==> config.mk <==
export PLATFORM = sky130hd
export DESIGN_NAME = beep_sched
export DESIGN_NICKNAME = d
export VERILOG_FILES = /design/src/rtl/beep_sched.sv
export SDC_FILE = /design/constraint.sdc
export NUM_CORES = 1
export LEC_CHECK = 0
export ABC_AREA = 1
export BUFFER_PORTS_ARGS = -buffer_cell sky130_fd_sc_hd__clkbuf_2
export CELL_PAD_IN_SITES_DETAIL_PLACEMENT = 1
export CELL_PAD_IN_SITES_GLOBAL_PLACEMENT = 1
export CORE_MARGIN = 1.5
export CORE_UTILIZATION = 44
export DETAILED_ROUTE_END_ITERATION = 16
export PLACE_DENSITY_LB_ADDON = 0.12
export SLEW_MARGIN = 30
export SYNTH_ARGS = -nofsm -noshare
export SYNTH_HDL_FRONTEND = slang
export SYNTH_SLANG_ARGS = --single-unit
==> constraint.sdc <==
create_clock -name sys_clk -period 2 [get_ports sys_clk]
set_input_delay 0.2 -clock sys_clk [delete_from_list [all_inputs] [get_ports sys_clk]]
set_output_delay 0.2 -clock sys_clk [all_outputs]
set_load 0.03 [all_outputs]
==> src/rtl/beep_sched.sv <==
// beep_sched: buzzer pattern scheduler for three event sources.
//
// Rising edges on req[2:0] are latched into pending and served one at a time.
// The highest pending index wins, and a pattern that is playing is never
// preempted. Source i plays i+1 beeps. Each beep is ON_CYCLES long. Each beep
// is followed by OFF_CYCLES of silence. After the last beep, that silence is
// the trailing gap, and done pulses once the gap has elapsed.
//
// Ports:
//   sys_clk  in   system clock
//   sys_rst  in   asynchronous active-low reset
//   req      in   [2:0] request levels (0 = uart rx, 1 = fir done, 2 = error)
//   mute     in   silences beep_en only; sequencing is unaffected
//   beep_en  out  buzzer enable
//   grant    out  [2:0] one-hot source currently playing, 0 when idle
//   pending  out  [2:0] latched requests not yet served
//   busy     out  high whenever the sequencer is not idle
//   done     out  one-cycle pulse after a pattern's trailing gap
//
// State   | meaning
// S_IDLE  | no pattern; arbitrate pending requests
// S_ON    | beep sounding for ON_CYCLES
// S_OFF   | silence between beeps for OFF_CYCLES
// S_GAP   | trailing silence after the last beep, grant still held
//
// mute is gated combinationally onto beep_en, so it acts in the same cycle.
module beep_sched #(
   parameter logic [26:0] ON_CYCLES  = 27'd5000000,
   parameter logic [26:0] OFF_CYCLES = 27'd2500000
) (
   input  logic       sys_clk,
   input  logic       sys_rst,
   input  logic [2:0] req,
   input  logic       mute,
   output logic       beep_en,
   output logic [2:0] grant,
   output logic [2:0] pending,
   output logic       busy,
   output logic       done
);

   typedef enum logic [1:0] {S_IDLE, S_ON, S_OFF, S_GAP} state_t;

   localparam logic [26:0] ON_LAST  = ON_CYCLES - 27'd1;
   localparam logic [26:0] OFF_LAST = OFF_CYCLES - 27'd1;

   state_t      state_q, state_d;
   logic [2:0]  req_q;
   logic [2:0]  rise;
   logic [2:0]  pending_q, pending_d;
   logic [2:0]  pend_clr;
   logic [2:0]  grant_q, grant_d;
   logic [1:0]  beeps_q, beeps_d;
   logic [26:0] cnt_q, cnt_d;
   logic        done_q, done_d;
   logic        on_tc, off_tc;

   assign rise   = req & ~req_q;
   assign on_tc  = (cnt_q == ON_LAST);
   assign off_tc = (cnt_q == OFF_LAST);

   // state register
   always_ff @(posedge sys_clk or negedge sys_rst) begin
      if (!sys_rst) begin
         state_q <= S_IDLE;
      end else begin
         state_q <= state_d;
      end
   end

   // next-state logic
   always_comb begin
      state_d = state_q;
      case (state_q)
         S_IDLE:  if (|pending_q) state_d = S_ON;
         S_ON:    if (on_tc)      state_d = (beeps_q == 2'd1) ? S_GAP : S_OFF;
         S_OFF:   if (off_tc)     state_d = S_ON;
         S_GAP:   if (off_tc)     state_d = S_IDLE;
         default:                 state_d = S_IDLE;
      endcase
   end

   // datapath next values: arbitration, beep count, phase counter, done
   always_comb begin
      grant_d  = grant_q;
      beeps_d  = beeps_q;
      pend_clr = 3'b000;
      done_d   = 1'b0;
      // Phase counter restarts on every state change and rests at 0 in idle.
      if (state_q == S_IDLE || state_d != state_q) begin
         cnt_d = 27'd0;
      end else begin
         cnt_d = cnt_q + 27'd1;
      end
      case (state_q)
         S_IDLE: begin
            if (pending_q[2]) begin
               grant_d = 3'b100;
               beeps_d = 2'd3;
            end else if (pending_q[1]) begin
               grant_d = 3'b010;
               beeps_d = 2'd2;
            end else if (pending_q[0]) begin
               grant_d = 3'b001;
               beeps_d = 2'd1;
            end
            pend_clr = grant_d & {3{|pending_q}};
         end
         S_ON: begin
            if (on_tc) beeps_d = beeps_q - 2'd1;
         end
         S_GAP: begin
            if (off_tc) begin
               done_d  = 1'b1;
               grant_d = 3'b000;
            end
         end
         default: ;
      endcase
      // A new rising edge on the same cycle as its grant re-queues the source.
      pending_d = (pending_q & ~pend_clr) | rise;
   end

   always_ff @(posedge sys_clk or negedge sys_rst) begin
      if (!sys_rst) begin
         req_q     <= 3'b000;
         pending_q <= 3'b000;
         grant_q   <= 3'b000;
         beeps_q   <= 2'd0;
         cnt_q     <= 27'd0;
         done_q    <= 1'b0;
      end else begin
         req_q     <= req;
         pending_q <= pending_d;
         grant_q   <= grant_d;
         beeps_q   <= beeps_d;
         cnt_q     <= cnt_d;
         done_q    <= done_d;
      end
   end

   // output logic
   always_comb begin
      beep_en = (state_q == S_ON) & ~mute;
      busy    = (state_q != S_IDLE);
      grant   = grant_q;
      pending = pending_q;
      done    = done_q;
   end

endmodule
==> metrics <==
Synth area leaders dfrtp_1 40%, nand2_1 19%, nor2_1 10%; Final Util 51.22%; vias in the first global route 2455; clk slew on worst S/H paths 80 ps; Distinct cells, synth 25; Post-synth EDFFs 0; Top FF cell, synth dfrtp_1; setup TNS 0 ps; Starting Density 46.40%; layout net count 400; Final Hold Fails 0; Max Slew Vio Count 0; simple-gate share of the synthesized area 37.59%; mean post-synth cell area 6.990 um^2; internal reg-to-reg setup slack 190 ps; largest net degree at the start of global routing 29; actual slew at the worst max-slew pin 357.6 ps; Syn Nets 378; cells on worst reg2reg path 10; CTS root buffer clkbuf_8; detailed-route DRC error count 0; top-area cell type share of the netlist area 39.67%; final period utilization 90.30%; GRT Residual Overflow 0; die width 79.67 um; Total Wirelength 7310 um; CP arrival 2000 ps; CP startpoint kind flip-flop; first-pass GRT wire length 12090 um; H-tree depth 2; wire per inst 15.75 um; Die Y 79.67 um; Post-DRT Antenna Nets 0; Final WS setup 193.9 ps; WP data required 2190 ps; I/O pin cnt 15; CTS tree done; # fillers 748; clk buf depth 2; IR drop worst, VDD 0.3853 mV; Row Count 27; power density over the cells 533.9 nW/um^2; total CTS buffers 5; ant diodes 0; final estimated routing congestion in global placement 0.9276; largest family of logic cells by synthesized area simple AND/OR/NAND/NOR gates; Slew HR 76.07%; most common cell in the netlist nand2_1; clock tree skew after final layout 10.46 ps; Synth area leader dfrtp_1; multi-input logic area 1368 um^2; Mapped Area 2586 um^2; async set or reset register ratio after synthesis 100.0%; core footprint 5574 um^2; Lkg Pwr 1.303 nW; register area share after synthesis 39.67%; Mapped Cells 370; Max-Cap Viols 0; Syn. warnings 0; fmax 553.7 MHz; GRT Total Usage 25.18%; Hold Path Depth 1; drt first pass iters 4; Num Clock Sinks 41; RSZ-0062 raised after global routing no; Detail Placement HPWL 5707 um; Commonest cells post-synth 128 x nand2_1, 69 x nor2_1, 41 x dfrtp_1, 41 x inv_1, 21 x nand3_1; synthesized flop and latch total 41; Final min period 1806 ps; Area growth syn-to-layout 10.40%; WHS 21.97 ps; Synth Area in XOR/XNOR 5.080%; Synth Area in Compound Gates 8.563%; Initial DRC Count 96; status completed; via count 2394; share of cells above drive strength 1 11.99%; storage element area 1026 um^2; HP Class primary input to flip-flop; die footprint 6347 um^2; IO buf count 14; final setup fails 0; pre-CTS setup slack 90.49 ps; Clock Latency Late Sink 300 ps; CP Capture Type flip-flop; Via density 5.159; worst-path fanout max 27; setup bufs post-CTS 0; antenna violations before repair 0; Crit Path Category flip-flop to flip-flop; synthesized-area fraction occupied by adder cells 0.9676%; multiplexer share of the synthesized area 0%
-- layout by cell type (no fill, tap or decap), types with 2 or more instances in the layout --
master | netlist | final
a21oi_1 | 14 | 14
a21oi_2 | 12 | 12
buf_4 | 0 | 4
clkbuf_2 | 0 | 14
clkbuf_8 | 0 | 5
dfrtp_1 | 41 | 41
ha_1 | 2 | 2
inv_1 | 41 | 41
nand2_1 | 128 | 128
nand2_2 | 3 | 3
nand2_8 | 0 | 2
nand3_1 | 21 | 21
nand3b_1 | 2 | 2
nor2_1 | 69 | 69
nor3_1 | 2 | 2
o21ai_0 | 4 | 4
o22ai_1 | 3 | 3
xnor2_1 | 2 | 2
xor2_1 | 13 | 13
-- sequential cells by signal, indices dropped and copies added (netlist names) --
name,count
beeps_q,2
cnt_q,27
done,1
grant,3
pending,3
req_q,3
state_q,2
-- cells by family after synthesis --
logic type                 count (synthesis)
DFF                                       41
buffers and inverters                     46
xor gates and xnor gates                  15
adders and majority gates                  2
AOI/OAI and AO/OA                         34
and+or+nand+nor                          232
-- path summary, 6_finish.rpt --
path / to / startpoint
hold / removal: req_q[0] / req[0]
max in group asynchronous: pending[0] / sys_rst
setup reg to reg: cnt_q[25] / cnt_q[1]
min in group asynchronous: cnt_q[15] / sys_rst
hold reg to reg: pending[0] / req_q[0]
setup / recovery: cnt_q[25] / cnt_q[1]
-- what timing repair did --
item	4_1_cts	5_1_grt
hold endpoints to repair	41	0
hold buffers	1	0
resized for setup	0	2
endpoints found under the setup margin	0	2
-- routing by layer --
| metal | wire length, um | share of wire, % | global-route usage [%] |
|---|---|---|---|
| met5 | 0 | 0 | 0 |
| met4 | 89 | 1.2 | 6.491 |
| met3 | 178 | 2.4 | 3.086 |
| met2 | 3331 | 46 | 39.83 |
| met1 | 3711 | 51 | 36.31 |
-- area by class of cell --
class                      count  area share (%)
clock buffer                   5           2.410
clock inverter                 2           1.227
inverter                      42           5.521
multi-input combinational    283           47.90
sequential                    41           35.93
tap                           72           3.155
timing repair buffer          19           3.856
-- per-stage QoR --
stage	instance area [um^2]	instances	total power [mW]
floorplan	2586	370	0.8524
global placement	2724	456	0.8785
detailed placement	2724	456	0.8794
CTS	2838	464	1.541
global route	2855	464	1.563
finish	2855	464	1.524
-- worst max-delay path, cell delays in order (launching register included) --
cell	delay, ps
dfrtp_1	380
ha_1	270
inv_2	100
nor2_8	180
nand3_4	110
nor2_4	130
nand2_2	100
nand2_8	210
nand2_1	90
nand2_1	70
inv_1	30
-- where the power goes --
part / switching [mW] / internal (mW)
clock network: 0.298 / 0.363
registers: 0.000927 / 0.831
logic: 0.0223 / 0.00868
Power figures use the tool's default switching activity.
